File: config.mk
export PLATFORM = sky130hd
export DESIGN_NAME = clk_tick_gen_flat
export DESIGN_NICKNAME = d
export VERILOG_FILES = /design/src/rtl/clk_tick_gen_if.sv /design/src/rtl/clk_tick_gen.sv /design/src/flat_wrapper.sv
export SDC_FILE = /design/constraint.sdc
export NUM_CORES = 1
export LEC_CHECK = 0
export ABC_CLOCK_PERIOD_IN_PS = 6400
export BUFFER_PORTS_ARGS = -buffer_cell sky130_fd_sc_hd__buf_2
export CAP_MARGIN = 20
export CORE_ASPECT_RATIO = 0.6
export CORE_MARGIN = 1.5
export CORE_UTILIZATION = 56
export DETAILED_ROUTE_END_ITERATION = 8
export PLACE_DENSITY = 0.73
export SETUP_SLACK_MARGIN = 0.02
export SLEW_MARGIN = 20
export SYNTH_ARGS = -nofsm -noshare
export SYNTH_HDL_FRONTEND = slang
export SYNTH_SLANG_ARGS = --single-unit
export TNS_END_PERCENT = 30
File: constraint.sdc
create_clock -name clock -period 6.4 [get_ports clock]
set_clock_uncertainty 0.15 [all_clocks]
set_input_delay 0.32 -clock clock [delete_from_list [all_inputs] [get_ports clock]]
set_output_delay 0.32 -clock clock [all_outputs]
set_load 0.01 [all_outputs]
File: src/rtl/clk_tick_gen_if.sv
// rtl/clk_tick_gen_if.sv - control, divider-write and status signals of clk_tick_gen
interface clk_tick_gen_if #(
    parameter int NCH = 2,
    parameter int DW  = 16
);
    localparam int SW = (NCH > 1) ? $clog2(NCH) : 1;

    logic [NCH-1:0] enable;
    logic [NCH-1:0] mode;
    logic [NCH-1:0] restart;
    logic           div_we;
    logic [SW-1:0]  div_sel;
    logic [DW-1:0]  div_wdata;
    logic [NCH-1:0] tick;
    logic [NCH-1:0] level;
    logic [NCH-1:0] pending;

    modport master (
        output enable, mode, restart, div_we, div_sel, div_wdata,
        input  tick, level, pending
    );

    modport slave (
        input  enable, mode, restart, div_we, div_sel, div_wdata,
        output tick, level, pending
    );
endinterface

File: src/rtl/clk_tick_gen.sv
// rtl/clk_tick_gen.sv - multi-channel clock-enable / divided-clock generator with shadowed dividers
module clk_tick_gen #(
    parameter int NCH     = 2,
    parameter int DW      = 16,
    parameter int RST_DIV = 0
) (
    input  logic          clock,
    input  logic          reset,
    clk_tick_gen_if.slave bus
);
    localparam logic [DW-1:0] RST_V = DW'(RST_DIV);

    logic [NCH-1:0] tick_v;
    logic [NCH-1:0] level_v;
    logic [NCH-1:0] pend_v;

    for (genvar i = 0; i < NCH; i++) begin : g_ch
        logic [DW-1:0] div_q;
        logic [DW-1:0] div_sh;
        logic [DW-1:0] cnt;
        logic [DW-1:0] rv;
        logic          pend;
        logic          tick_q;
        logic          level_q;
        logic          wr_hit;

        // A pending shadow replaces the active divider only when the counter reloads
        assign rv     = pend ? div_sh : div_q;
        assign wr_hit = bus.div_we && (int'(bus.div_sel) == i);

        always_ff @(posedge clock or negedge reset) begin
            if (!reset) begin
                div_q   <= RST_V;
                div_sh  <= RST_V;
                cnt     <= RST_V;
                pend    <= 1'b0;
                tick_q  <= 1'b0;
                level_q <= 1'b0;
            end else begin
                if (bus.restart[i]) begin
                    cnt     <= rv;
                    div_q   <= rv;
                    pend    <= 1'b0;
                    tick_q  <= 1'b0;
                    level_q <= 1'b0;
                end else if (!bus.enable[i]) begin
                    tick_q  <= 1'b0;
                end else if (cnt == '0) begin
                    tick_q  <= 1'b1;
                    cnt     <= rv;
                    div_q   <= rv;
                    pend    <= 1'b0;
                    level_q <= bus.mode[i] ? ~level_q : 1'b0;
                end else begin
                    cnt     <= cnt - 1'b1;
                    tick_q  <= 1'b0;
                    level_q <= bus.mode[i] & level_q;
                end
                // Placed last so a write coinciding with a reload re-arms the shadow
                if (wr_hit) begin
                    div_sh <= bus.div_wdata;
                    pend   <= 1'b1;
                end
            end
        end

        assign tick_v[i]  = tick_q;
        assign level_v[i] = level_q;
        assign pend_v[i]  = pend;
    end

    assign bus.tick    = tick_v;
    assign bus.level   = level_v;
    assign bus.pending = pend_v;
endmodule

File: src/flat_wrapper.sv
// flat-port wrapper written by rule: the top's interface ports become plain ports
module clk_tick_gen_flat 
#(
    parameter int NCH     = 2,
    parameter int DW      = 16,
    parameter int RST_DIV = 0
)
  (clock, reset, bus_enable, bus_mode, bus_restart, bus_div_we, bus_div_sel, bus_div_wdata, bus_tick, bus_level, bus_pending);
  clk_tick_gen_if #(.NCH(NCH), .DW(DW)) bus_i ();
  input  logic clock;
  input  logic reset;
  input wire logic [$bits(bus_i.enable)-1:0] bus_enable;
  input wire logic [$bits(bus_i.mode)-1:0] bus_mode;
  input wire logic [$bits(bus_i.restart)-1:0] bus_restart;
  input wire logic [$bits(bus_i.div_we)-1:0] bus_div_we;
  input wire logic [$bits(bus_i.div_sel)-1:0] bus_div_sel;
  input wire logic [$bits(bus_i.div_wdata)-1:0] bus_div_wdata;
  output wire logic [$bits(bus_i.tick)-1:0] bus_tick;
  output wire logic [$bits(bus_i.level)-1:0] bus_level;
  output wire logic [$bits(bus_i.pending)-1:0] bus_pending;
  assign bus_i.enable = bus_enable;
  assign bus_i.mode = bus_mode;
  assign bus_i.restart = bus_restart;
  assign bus_i.div_we = bus_div_we;
  assign bus_i.div_sel = bus_div_sel;
  assign bus_i.div_wdata = bus_div_wdata;
  assign bus_tick = bus_i.tick;
  assign bus_level = bus_i.level;
  assign bus_pending = bus_i.pending;
  clk_tick_gen #(.NCH(NCH), .DW(DW), .RST_DIV(RST_DIV)) u_core (.clock(clock), .reset(reset), .bus(bus_i));
endmodule
==> impl_metrics.tcl, run 1 <==
set metrics [dict create \
    worstMarginPinSlew_ps 997 \
    wirelength_mm 11.3 \
    placement.io_buffers 31 \
    synth_compound_area_share_pct 13.5 \
    synth_adder_area_share_pct 0.962 \
    synth_top_family_by_area "multiplexers" \
    post_dp_cell_area_um2 5380 \
    grt_setup_unrepaired "false" \
    fraction_of_registers_with_async_set_or_reset_after_synthesis_pct 100 \
    cts.sinks 102 \
    detailedRoute.firstPassIterationCount 5 \
    netlist-cell-type-count 69 \
    worstHoldStart "bus_div_wdata[15]" \
    yosys.area_share.xor_xnor_pct 0.842 \
    detailedRoute.firstIterationViolations 320 \
    max-clock-path-buffers 2 \
    insertion_delay_ps 340 \
    layout-area-overhead-vs-synth_pct 9.52 \
    regToRegStartpoint "u_core.g_ch[1].cnt[3]" \
    post-route-cell-area_um2 5700 \
    fin_crit_ps 2950 \
    gpl.final_weighted_congestion 0.951 \
    power.switching_fraction_pct 29.1 \
    postSynthNetCount 497 \
    drive_gt1_share_pct 25.4 \
    antenna_violations_before_repair 0 \
    instance_count_after_placement_with_tap_cells_included 587 \
    crit_arrival_ps 3030 \
    dpl_worst_slack_ps 3490 \
    core_area_um2 9090 \
    yosysWarningCount 0 \
    hold_viol 0 \
    drv.max_cap_violation_count 0 \
    power_per_cell_area_nw_per_um2 319 \
    filler_cell_count 729 \
    crit_start "u_core.g_ch[1].cnt[3]" \
    setup.worst_path.end_class "flop" \
    postCtsResizedCells 0 \
    number_of_pins_exceeding_their_max_slew_limit_in_the_final_report 0 \
    storage_cell_area_um2 2550 \
    post_synth_and_or_nand_nor_area_fraction_pct 15.6 \
    reg2reg_depth 5 \
    htreeDepth 3 \
    reg2reg_to "u_core.g_ch[1].div_q[11]" \
    yosysSeqAreaShare_pct 49.1 \
    synth_edf_count 0 \
    starting_utilization_of_the_core_area_pct 57.3 \
    die_w_um 127 \
    synthCells 467 \
    ff2ff_setup_slack_ps 3450 \
    power.leakage_nw 2.38 \
    grt_first_pass_wirelength_mm 18.7 \
    seq_power_share_pct 49.8 \
    post-route-worst-setup-slack_ps 3450 \
    yosys.area.top_type "sky130_fd_sc_hd__dfrtp_1" \
    dieHeight_um 77.7 \
    drc 0 \
    postSynthRegisterBits 102 \
    grt_start_max_net_pins 67 \
    muxShareOfSynthArea_pct 15.8 \
    status "complete, no violations" \
    slew_headroom_pct 33.6 \
    layout_worst_path_cycle_share_pct 46.1 \
    tritoncts "built" \
    start_kind "flop" \
    cts_made_buffers 9 \
    share_clk_of_total_power_pct 30.2 \
    layout.nets 513 \
    power_report.internal_total_mw 1.29 \
    worstHoldPathCells 2 \
    grt_usage_pct 24.4 \
    grt_overflow 0 \
    netlist.area_leader.share_pct 49.1 \
    vias_in_the_first_global_route 3570 \
    switchingPower_uw 530 \
    via_count 3788 \
    ctsRootBufferMaster "sky130_fd_sc_hd__clkbuf_16" \
    final-setup-viol-count 0 \
    ys_top_cells_by_area "sky130_fd_sc_hd__dfrtp_1 (49%), sky130_fd_sc_hd__mux2_2 (12%), sky130_fd_sc_hd__mux2i_1 (2.7%), sky130_fd_sc_hd__nand2_1 (2.1%), sky130_fd_sc_hd__o2bb2ai_1 (1.9%)" \
    post_synth_instance_area_um2 5200 \
    viasPerCell 6.27 \
    antenna_cells 0 \
    fmaxAchievable_mhz 339 \
    p_comb_share_pct 20.0 \
    path_max_fanout 15 \
    placement_rows 27 \
    totalNegativeSetupSlack_ps 0 \
    final_cell_count_no_fill 604 \
    clk_transition_reported_paths_ps 60 \
    top_level_ports 32 \
    die-area_um2 9900 \
    detailedPlacementHpwl_mm 7.94 \
    whs_endpoint "u_core.g_ch[1].div_sh[15]" \
    hold_path.class "input pin to flop" \
    multiInputGateArea_um2 2440 \
    worst-setup-path-type "flop to flop" \
    syn_area_cell_um2 11.1 \
    final_antenna_net_count 0 \
    wl_per_cell_um 18.7 \
    critPathRequiredTime_ps 6480 \
    vdd_drop_max_mv 0.181 \
    synth_flop_cell "sky130_fd_sc_hd__dfrtp_1" \
]
==> synthesized netlist by cell type (7+ instances only) <==
master,number
sky130_fd_sc_hd__mux2_2,54
sky130_fd_sc_hd__nor2b_1,9
sky130_fd_sc_hd__dfrtp_1,102
sky130_fd_sc_hd__inv_1,14
sky130_fd_sc_hd__o21ai_0,14
sky130_fd_sc_hd__nand4_1,10
sky130_fd_sc_hd__clkbuf_1,19
sky130_fd_sc_hd__mux2i_1,14
sky130_fd_sc_hd__nor2_1,19
sky130_fd_sc_hd__nand2_1,29
sky130_fd_sc_hd__nand2b_1,7
sky130_fd_sc_hd__o2bb2ai_1,11
sky130_fd_sc_hd__nand3_1,12
sky130_fd_sc_hd__a21oi_1,17
sky130_fd_sc_hd__buf_4,7
sky130_fd_sc_hd__a211oi_1,10
sky130_fd_sc_hd__nor3_1,17
==> logic make-up (layout without fill, tap and decap cells) <==
family	Yosys count	in the layout
DFF	102	102
and+or+nand+nor	141	141
AOI/OAI and AO/OA	95	95
adders and majority gates	4	4
muxes	73	73
xor gates and xnor gates	5	5
buffers and inverters	47	68
==> power groups by stage <==
stage,clock [mW],combinational [mW],sequential [mW]
global placement,0,0.348,0.903
global route,0.588,0.403,0.925
finish,0.549,0.364,0.906
floorplan,0,0.285,0.873
detailed placement,0,0.361,0.910
CTS,0.560,0.364,0.901
==> layer usage <==
| metal | vias to the layer above | share of wire [%] | track usage (%) |
|---|---|---|---|
| li1 | 1766 | - | - |
| met1 | 1880 | 50 | 37.7 |
| met2 | 125 | 41 | 32.8 |
| met3 | 17 | 6.9 | 6.76 |
| met4 | 0 | 1.5 | 7.84 |
| met5 | - | 0 | 0 |
==> area by class of cell <==
class	count	share of cell area [%]
sequential	102	44.8
timing repair buffer	37	3.60
clock buffer	13	4.57
inverter	15	0.988
tap	116	2.55
clock inverter	3	0.746
multi-input combinational	318	42.8
==> critical path, stage by stage, from the launching register on <==
cell and delay, ps:
sky130_fd_sc_hd__dfrtp_1 440, sky130_fd_sc_hd__nor4_4 400, sky130_fd_sc_hd__and3_1 440, sky130_fd_sc_hd__a41o_1 480, sky130_fd_sc_hd__nand2_1 490, sky130_fd_sc_hd__mux2_2 440
==> layout by cell type, fill, tap and decap left out, types with 3 or more instances in the layout <==
master	instances
sky130_fd_sc_hd__a211oi_1	10
sky130_fd_sc_hd__a21oi_1	17
sky130_fd_sc_hd__a31oi_1	3
sky130_fd_sc_hd__a32oi_1	6
sky130_fd_sc_hd__and2_1	4
sky130_fd_sc_hd__and4_1	4
sky130_fd_sc_hd__buf_2	30
sky130_fd_sc_hd__buf_4	6
sky130_fd_sc_hd__clkbuf_16	9
sky130_fd_sc_hd__dfrtp_1	102
sky130_fd_sc_hd__ha_1	4
sky130_fd_sc_hd__inv_1	14
sky130_fd_sc_hd__mux2_2	54
sky130_fd_sc_hd__mux2_4	5
sky130_fd_sc_hd__mux2i_1	14
sky130_fd_sc_hd__nand2_1	29
sky130_fd_sc_hd__nand2b_1	7
sky130_fd_sc_hd__nand3_1	12
sky130_fd_sc_hd__nand4_1	10
sky130_fd_sc_hd__nor2_1	19
sky130_fd_sc_hd__nor2b_1	9
sky130_fd_sc_hd__nor3_1	17
sky130_fd_sc_hd__nor4_1	3
sky130_fd_sc_hd__o211ai_1	3
sky130_fd_sc_hd__o21a_1	3
sky130_fd_sc_hd__o21ai_0	14
sky130_fd_sc_hd__o22ai_1	5
sky130_fd_sc_hd__o2bb2ai_1	11
sky130_fd_sc_hd__o311a_1	3
sky130_fd_sc_hd__or3_1	5
sky130_fd_sc_hd__xor2_1	4
==> flip-flops by register name (all words and copies together), names as in the netlist <==
register,cells
u_core.g_ch.cnt,32
u_core.g_ch.div_q,32
u_core.g_ch.div_sh,32
u_core.g_ch.level_q,2
u_core.g_ch.pend,2
u_core.g_ch.tick_q,2
==> worst max-delay path by stage <==
stage | cells after the start | to
CTS | 5 | u_core.g_ch[1].div_q[11]
global route | 5 | u_core.g_ch[1].div_q[9]
finish | 5 | u_core.g_ch[1].div_q[11]
detailed placement | 5 | u_core.g_ch[1].div_q[11]
floorplan | 7 | u_core.g_ch[1].cnt[15]
global placement | 5 | u_core.g_ch[1].div_q[13]
==> what timing repair did <==
| action | 4_1_cts | 5_1_grt |
|---|---|---|
| hold buffers | 1 | 0 |
| endpoints found under the hold margin | 36 | 0 |
| buffers inserted | 0 | 0 |
==> through the flow <==
stage | util [%] | total power [mW] | hold slack [ps]
final | 62.7 | 1.82 | 74.1
after global routing | 62.7 | 1.92 | 68.7
after CTS | 62.6 | 1.83 | 65.6
after detailed placement | 59.2 | 1.27 | 156
after global placement | 59.2 | 1.25 | 163
after floorplan | - | 1.16 | -126
Note: power is estimated with default switching activity, not from simulation.
==> run 2: changes to the inputs <==
--- a/config.mk
+++ b/config.mk
@@ -5,7 +5,7 @@
 export SDC_FILE = /design/constraint.sdc
 export NUM_CORES = 1
 export LEC_CHECK = 0
-export ABC_CLOCK_PERIOD_IN_PS = 6400
+export ABC_CLOCK_PERIOD_IN_PS = 3100
 export BUFFER_PORTS_ARGS = -buffer_cell sky130_fd_sc_hd__buf_2
 export CAP_MARGIN = 20
 export CORE_ASPECT_RATIO = 0.6
==> constraint.sdc (replaced) <==
create_clock -name clock -period 3.1 [get_ports clock]
set_clock_uncertainty 0.15 [all_clocks]
set_input_delay 0.155 -clock clock [delete_from_list [all_inputs] [get_ports clock]]
set_output_delay 0.155 -clock clock [all_outputs]
set_load 0.01 [all_outputs]
==> run 2 against run 1 <==
Against the previous run:
- clock power up 99%
- combinational power increased by 120%
- wire length increased by 4.1%
==> impl_metrics.tcl, run 2 (synthesis results as in run 1) <==
set metrics [dict create \
    crit_arrival_ps 2730 \
    via_count 3853 \
    detailedRoute.firstIterationViolations 287 \
    antenna_cells 0 \
    fin_crit_ps 2630 \
    drv.max_cap_violation_count 0 \
    detailedRoute.firstPassIterationCount 5 \
    final_antenna_net_count 0 \
    power.leakage_nw 2.46 \
    drive_gt1_share_pct 24.8 \
    layout.nets 534 \
    hold_path.class "input pin to flop" \
    die_w_um 127 \
    power_per_cell_area_nw_per_um2 634 \
    number_of_pins_exceeding_their_max_slew_limit_in_the_final_report 0 \
    detailedPlacementHpwl_mm 8.14 \
    final-setup-viol-count 0 \
    gpl.final_weighted_congestion 0.923 \
    placement_rows 27 \
    multiInputGateArea_um2 2430 \
    vias_in_the_first_global_route 3824 \
    grt_start_max_net_pins 82 \
    post_cts_buffers 0 \
    antenna_violations_before_repair 0 \
    hold_viol 0 \
    viasPerCell 6.17 \
    placement.io_buffers 31 \
    worstMarginPinSlew_ps 906 \
    grt_usage_pct 25.9 \
    slew_headroom_pct 39.1 \
    setup.worst_path.end_class "flop" \
    postCtsResizedCells 0 \
    totalNegativeSetupSlack_ps 0 \
    grt_overflow 0 \
    filler_cell_count 728 \
    most_frequent_cells_in_the_layout "sky130_fd_sc_hd__dfrtp_1 (102), sky130_fd_sc_hd__mux2_2 (54), sky130_fd_sc_hd__buf_2 (30)" \
    die-area_um2 9900 \
    clk_transition_reported_paths_ps 70 \
    regs_by_ff_count "u_core.g_ch.cnt x32, u_core.g_ch.div_q x32, u_core.g_ch.div_sh x32" \
    start_kind "flop" \
    critPathRequiredTime_ps 3200 \
    insertion_delay_ps 350 \
    path_max_fanout 6 \
    status "complete, no violations" \
    fmaxAchievable_mhz 380 \
    cts.sinks 102 \
    dpl_worst_slack_ps 509 \
    tritoncts "built" \
    drc 0 \
    storage_cell_area_um2 2550 \
    grt_first_pass_wirelength_mm 19.7 \
    finalHoldWorstSlack_ps 40.0 \
    worst-setup-path-type "flop to flop" \
    max-clock-path-buffers 2 \
    grt_setup_unrepaired "false" \
    ctsRootBufferMaster "sky130_fd_sc_hd__clkbuf_16" \
    post-route-worst-setup-slack_ps 467 \
    layout_worst_path_cycle_share_pct 84.9 \
    dieHeight_um 77.7 \
    wl_per_cell_um 18.8 \
    most_frequent_standard_cell_in_the_layout_excluding_fill_and_tap_cells "sky130_fd_sc_hd__dfrtp_1" \
    htreeDepth 3 \
    vdd_drop_max_mv 0.413 \
    top_level_ports 32 \
    core_area_um2 9090 \
    layout-area-overhead-vs-synth_pct 13.2 \
    wirelength_mm 11.8 \
    starting_utilization_of_the_core_area_pct 57.3 \
    cts_made_buffers 9 \
]
## run 2: layout make-up
| class | count | share of cell area [%] |
|---|---|---|
| clock buffer | 13 | 4.59 |
| clock inverter | 2 | 0.276 |
| inverter | 15 | 0.956 |
| multi-input combinational | 318 | 41.3 |
| sequential | 102 | 43.3 |
| tap | 116 | 2.46 |
| timing repair buffer | 58 | 7.14 |
## run 2: path summary, 6_finish.rpt
kind	end	from	cells after the start	slack, ps
min	u_core.g_ch[0].cnt[2]	bus_restart[0]	3	40
max reg2reg	u_core.g_ch[1].cnt[9]	u_core.g_ch[1].cnt[0]	7	470
min reg2reg	u_core.g_ch[0].div_q[2]	u_core.g_ch[0].div_q[2]	1	340
max	u_core.g_ch[1].cnt[9]	u_core.g_ch[1].cnt[0]	7	470
max in group asynchronous	u_core.g_ch[0].cnt[6]	reset	3	2010
min in group asynchronous	u_core.g_ch[0].div_q[12]	reset	2	80
## run 2: power breakdown
part           total (mW)  switching (mW)  internal [mW]
logic               0.787           0.382          0.405
clock network        1.09           0.478          0.608
registers            1.86           0.254           1.61
## run 2: repair_timing
item / CTS / global route
hold buffers: 19 / 0
endpoints found under the hold margin: 136 / 0
endpoints found under the setup margin: 0 / 0
## run 2: worst max-delay path: stages (launching register included)
cell and delay (ps):
sky130_fd_sc_hd__dfrtp_1 420, sky130_fd_sc_hd__inv_1 100, sky130_fd_sc_hd__ha_1 150, sky130_fd_sc_hd__nor3b_1 520
sky130_fd_sc_hd__and2_0 370, sky130_fd_sc_hd__and2_0 430, sky130_fd_sc_hd__o21ai_0 160, sky130_fd_sc_hd__a211oi_1 250
## run 2: per-layer routing
metal | global-route usage (%) | vias up | wire length, um
met3 | 6.48 | 10 | 827
met5 | 0 | - | 0
met4 | 6.70 | 0 | 117
met1 | 39.0 | 1915 | 5780
met2 | 37.3 | 123 | 5030
li1 | - | 1805 | -
## run 2: through the flow
step	cell area [um^2]	power, mW	util (%)	std cells
2_1_floorplan	5200	2.39	-	467
3_3_place_gp	5420	2.59	59.6	590
3_5_place_dp	5420	2.64	59.6	590
4_1_cts	5890	3.75	64.8	624
5_1_grt	5890	3.94	64.8	624
6_report	5890	3.73	64.8	624
==> run 3: changes to the inputs <==
--- a/config.mk
+++ b/config.mk
@@ -5,7 +5,7 @@
 export SDC_FILE = /design/constraint.sdc
 export NUM_CORES = 1
 export LEC_CHECK = 0
-export ABC_CLOCK_PERIOD_IN_PS = 3100
+export ABC_CLOCK_PERIOD_IN_PS = 2540
 export BUFFER_PORTS_ARGS = -buffer_cell sky130_fd_sc_hd__buf_2
 export CAP_MARGIN = 20
 export CORE_ASPECT_RATIO = 0.6
==> constraint.sdc (replaced) <==
create_clock -name clock -period 2.54 [get_ports clock]
set_clock_uncertainty 0.15 [all_clocks]
set_input_delay 0.127 -clock clock [delete_from_list [all_inputs] [get_ports clock]]
set_output_delay 0.127 -clock clock [all_outputs]
set_load 0.01 [all_outputs]
==> run 3 against run 2 <==
Against the previous run:
- global-route usage shrank 0.12 points
- non-clock buffer count is 11 higher
- highest routed layer unchanged
- critical endpoint is now u_core.g_ch[0].cnt[6]
- core utilization is 1.7 points higher
==> impl_metrics.tcl, run 3 (synthesis results as in run 1) <==
set metrics [dict create \
    cts_made_buffers 9 \
    dpl_worst_slack_ps 266 \
    antenna_cells 0 \
    drc 0 \
    max-clock-path-buffers 2 \
    layout-area-overhead-vs-synth_pct 16.3 \
    most_frequent_standard_cell_in_the_layout_excluding_fill_and_tap_cells "sky130_fd_sc_hd__dfrtp_1" \
    vdd_drop_max_mv 0.424 \
    post-route-worst-setup-slack_ps 227 \
    placement.io_buffers 31 \
    layout_worst_path_cycle_share_pct 91.1 \
    status "complete, no violations" \
    topRoutingLayerUsed "met4" \
    die-area_um2 9900 \
    final_antenna_net_count 0 \
    detailroute.wirelength.met2_mm 5.02 \
    placement_rows 27 \
    number_of_pins_exceeding_their_max_slew_limit_in_the_final_report 0 \
    fmaxAchievable_mhz 432 \
    wirelength_mm 11.7 \
    final-setup-viol-count 0 \
    power_per_cell_area_nw_per_um2 802 \
    cts_hold_repair.buffers 20 \
    finalPower_mw 4.85 \
    clk_transition_reported_paths_ps 70 \
    slew_headroom_pct 47.1 \
    postCtsResizedCells 0 \
    dieHeight_um 77.7 \
    cts.sinks 102 \
    hold_viol 0 \
    viasPerCell 6.10 \
    post-route-cell-area_um2 6050 \
    grt_start_max_net_pins 40 \
    detailedRoute.firstPassIterationCount 5 \
    power.leakage_nw 2.55 \
    multiInputGateArea_um2 2430 \
    critPathRequiredTime_ps 2630 \
    routed-wl-met3_um 606 \
    top_level_ports 32 \
    worstMarginPinSlew_ps 791 \
    wl_per_cell_um 18.3 \
    totalNegativeSetupSlack_ps 0 \
    filler_cell_count 699 \
    drv.max_cap_violation_count 0 \
    grt_overflow 0 \
    hold_path.class "input pin to flop" \
    layout.nets 545 \
    worst-setup-path-type "flop to flop" \
    ctsRootBufferMaster "sky130_fd_sc_hd__clkbuf_16" \
    insertion_delay_ps 350 \
    die_w_um 127 \
    most_frequent_cells_in_the_layout "sky130_fd_sc_hd__dfrtp_1 (102), sky130_fd_sc_hd__mux2_2 (54), sky130_fd_sc_hd__buf_2 (30)" \
    ff2ff_setup_slack_ps 230 \
    grt_first_pass_wirelength_mm 19.6 \
    regs_by_ff_count "u_core.g_ch.cnt x32, u_core.g_ch.div_q x32, u_core.g_ch.div_sh x32" \
    detailedPlacementHpwl_mm 8.27 \
    path_max_fanout 7 \
    setup.worst_path.end_class "flop" \
    via_count 3882 \
    critical_path.top_delay_family "simple AND/OR/NAND/NOR gates" \
    final_cell_count_no_fill 636 \
    cp.buffers_inverters 1 \
    cp_cell_sequence "inv_1 -> ha_1 -> nand2b_1 -> or4_4 -> o31ai_4 -> nor3_1 -> a311o_1" \
    drive_gt1_share_pct 26.5 \
    crit_arrival_ps 2400 \
    fin_crit_ps 2310 \
    storage_cell_area_um2 2550 \
    post_cts_buffers 0 \
    core_area_um2 9090 \
    drt-met1-wl_mm 5.98 \
    grt_usage_pct 25.8 \
    tritoncts "built" \
    antenna_violations_before_repair 0 \
    critPathMaxStageDelay_ps 480 \
    detailedRoute.firstIterationViolations 333 \
    starting_utilization_of_the_core_area_pct 57.3 \
    start_kind "flop" \
    vias_in_the_first_global_route 3730 \
    grt_setup_unrepaired "false" \
    htreeDepth 3 \
    instance_count_after_placement_with_tap_cells_included 600 \
    gpl.final_weighted_congestion 0.898 \
    timing.critical_path.slowest_stage_cell "sky130_fd_sc_hd__or4_4" \
    post_dp_cell_area_um2 5500 \
]
## run 3: changes by cell type in the layout (fill, tap and decap cells not counted)
cell,delta
sky130_fd_sc_hd__buf_4,+9
sky130_fd_sc_hd__bufinv_16,+3
sky130_fd_sc_hd__clkbuf_8,-3
sky130_fd_sc_hd__buf_12,+1
sky130_fd_sc_hd__clkbuf_1,-1
sky130_fd_sc_hd__clkinv_2,+1
sky130_fd_sc_hd__clkinv_4,+1
sky130_fd_sc_hd__clkinvlp_4,-1
sky130_fd_sc_hd__dlygate4sd3_1,+1
sky130_fd_sc_hd__inv_6,+1
## run 3: area by class of cell
| type | instances | share of cell area [%] |
|---|---|---|
| Multi-Input combinational cell | 318 | 40.2 |
| Clock inverter | 7 | 2.01 |
| Clock buffer | 9 | 3.72 |
| Tap cell | 116 | 2.40 |
| Inverter | 15 | 0.931 |
| Sequential cell | 102 | 42.2 |
| Timing Repair Buffer | 69 | 8.56 |
## run 3: stage by stage
step	util, %	hold WS (ps)
4_1_cts	66.6	16.3
3_3_place_gp	60.6	-36.2
2_1_floorplan	-	-319
6_report	66.6	33.0
5_1_grt	66.6	51.2
3_5_place_dp	60.6	-26.5
## run 3: path summary, 6_finish.rpt
path / startpoint / endpoint / depth (start not counted)
worst max-delay path: u_core.g_ch[0].cnt[0] / u_core.g_ch[0].cnt[6] / 7
worst min-delay path: bus_restart[1] / u_core.g_ch[1].tick_q / 2
worst max register to register: u_core.g_ch[0].cnt[0] / u_core.g_ch[0].cnt[6] / 7
worst min register to register: u_core.g_ch[0].div_q[0] / u_core.g_ch[0].div_q[0] / 1
max in group asynchronous: reset / u_core.g_ch[1].cnt[12] / 3
min in group asynchronous: reset / u_core.g_ch[0].level_q / 2
## run 3: power breakdown
part,switching (mW),internal [mW]
Sequential,0.312,1.96
Combinational,0.464,0.518
Clock,0.628,0.968
Total,1.40,3.45
## run 3: layer usage
metal  up-vias  GRT usage [%]
met5         -              0
met4         0           6.48
met3         4           6.41
met2       112           36.3
met1      1933           39.6
li1       1833              -
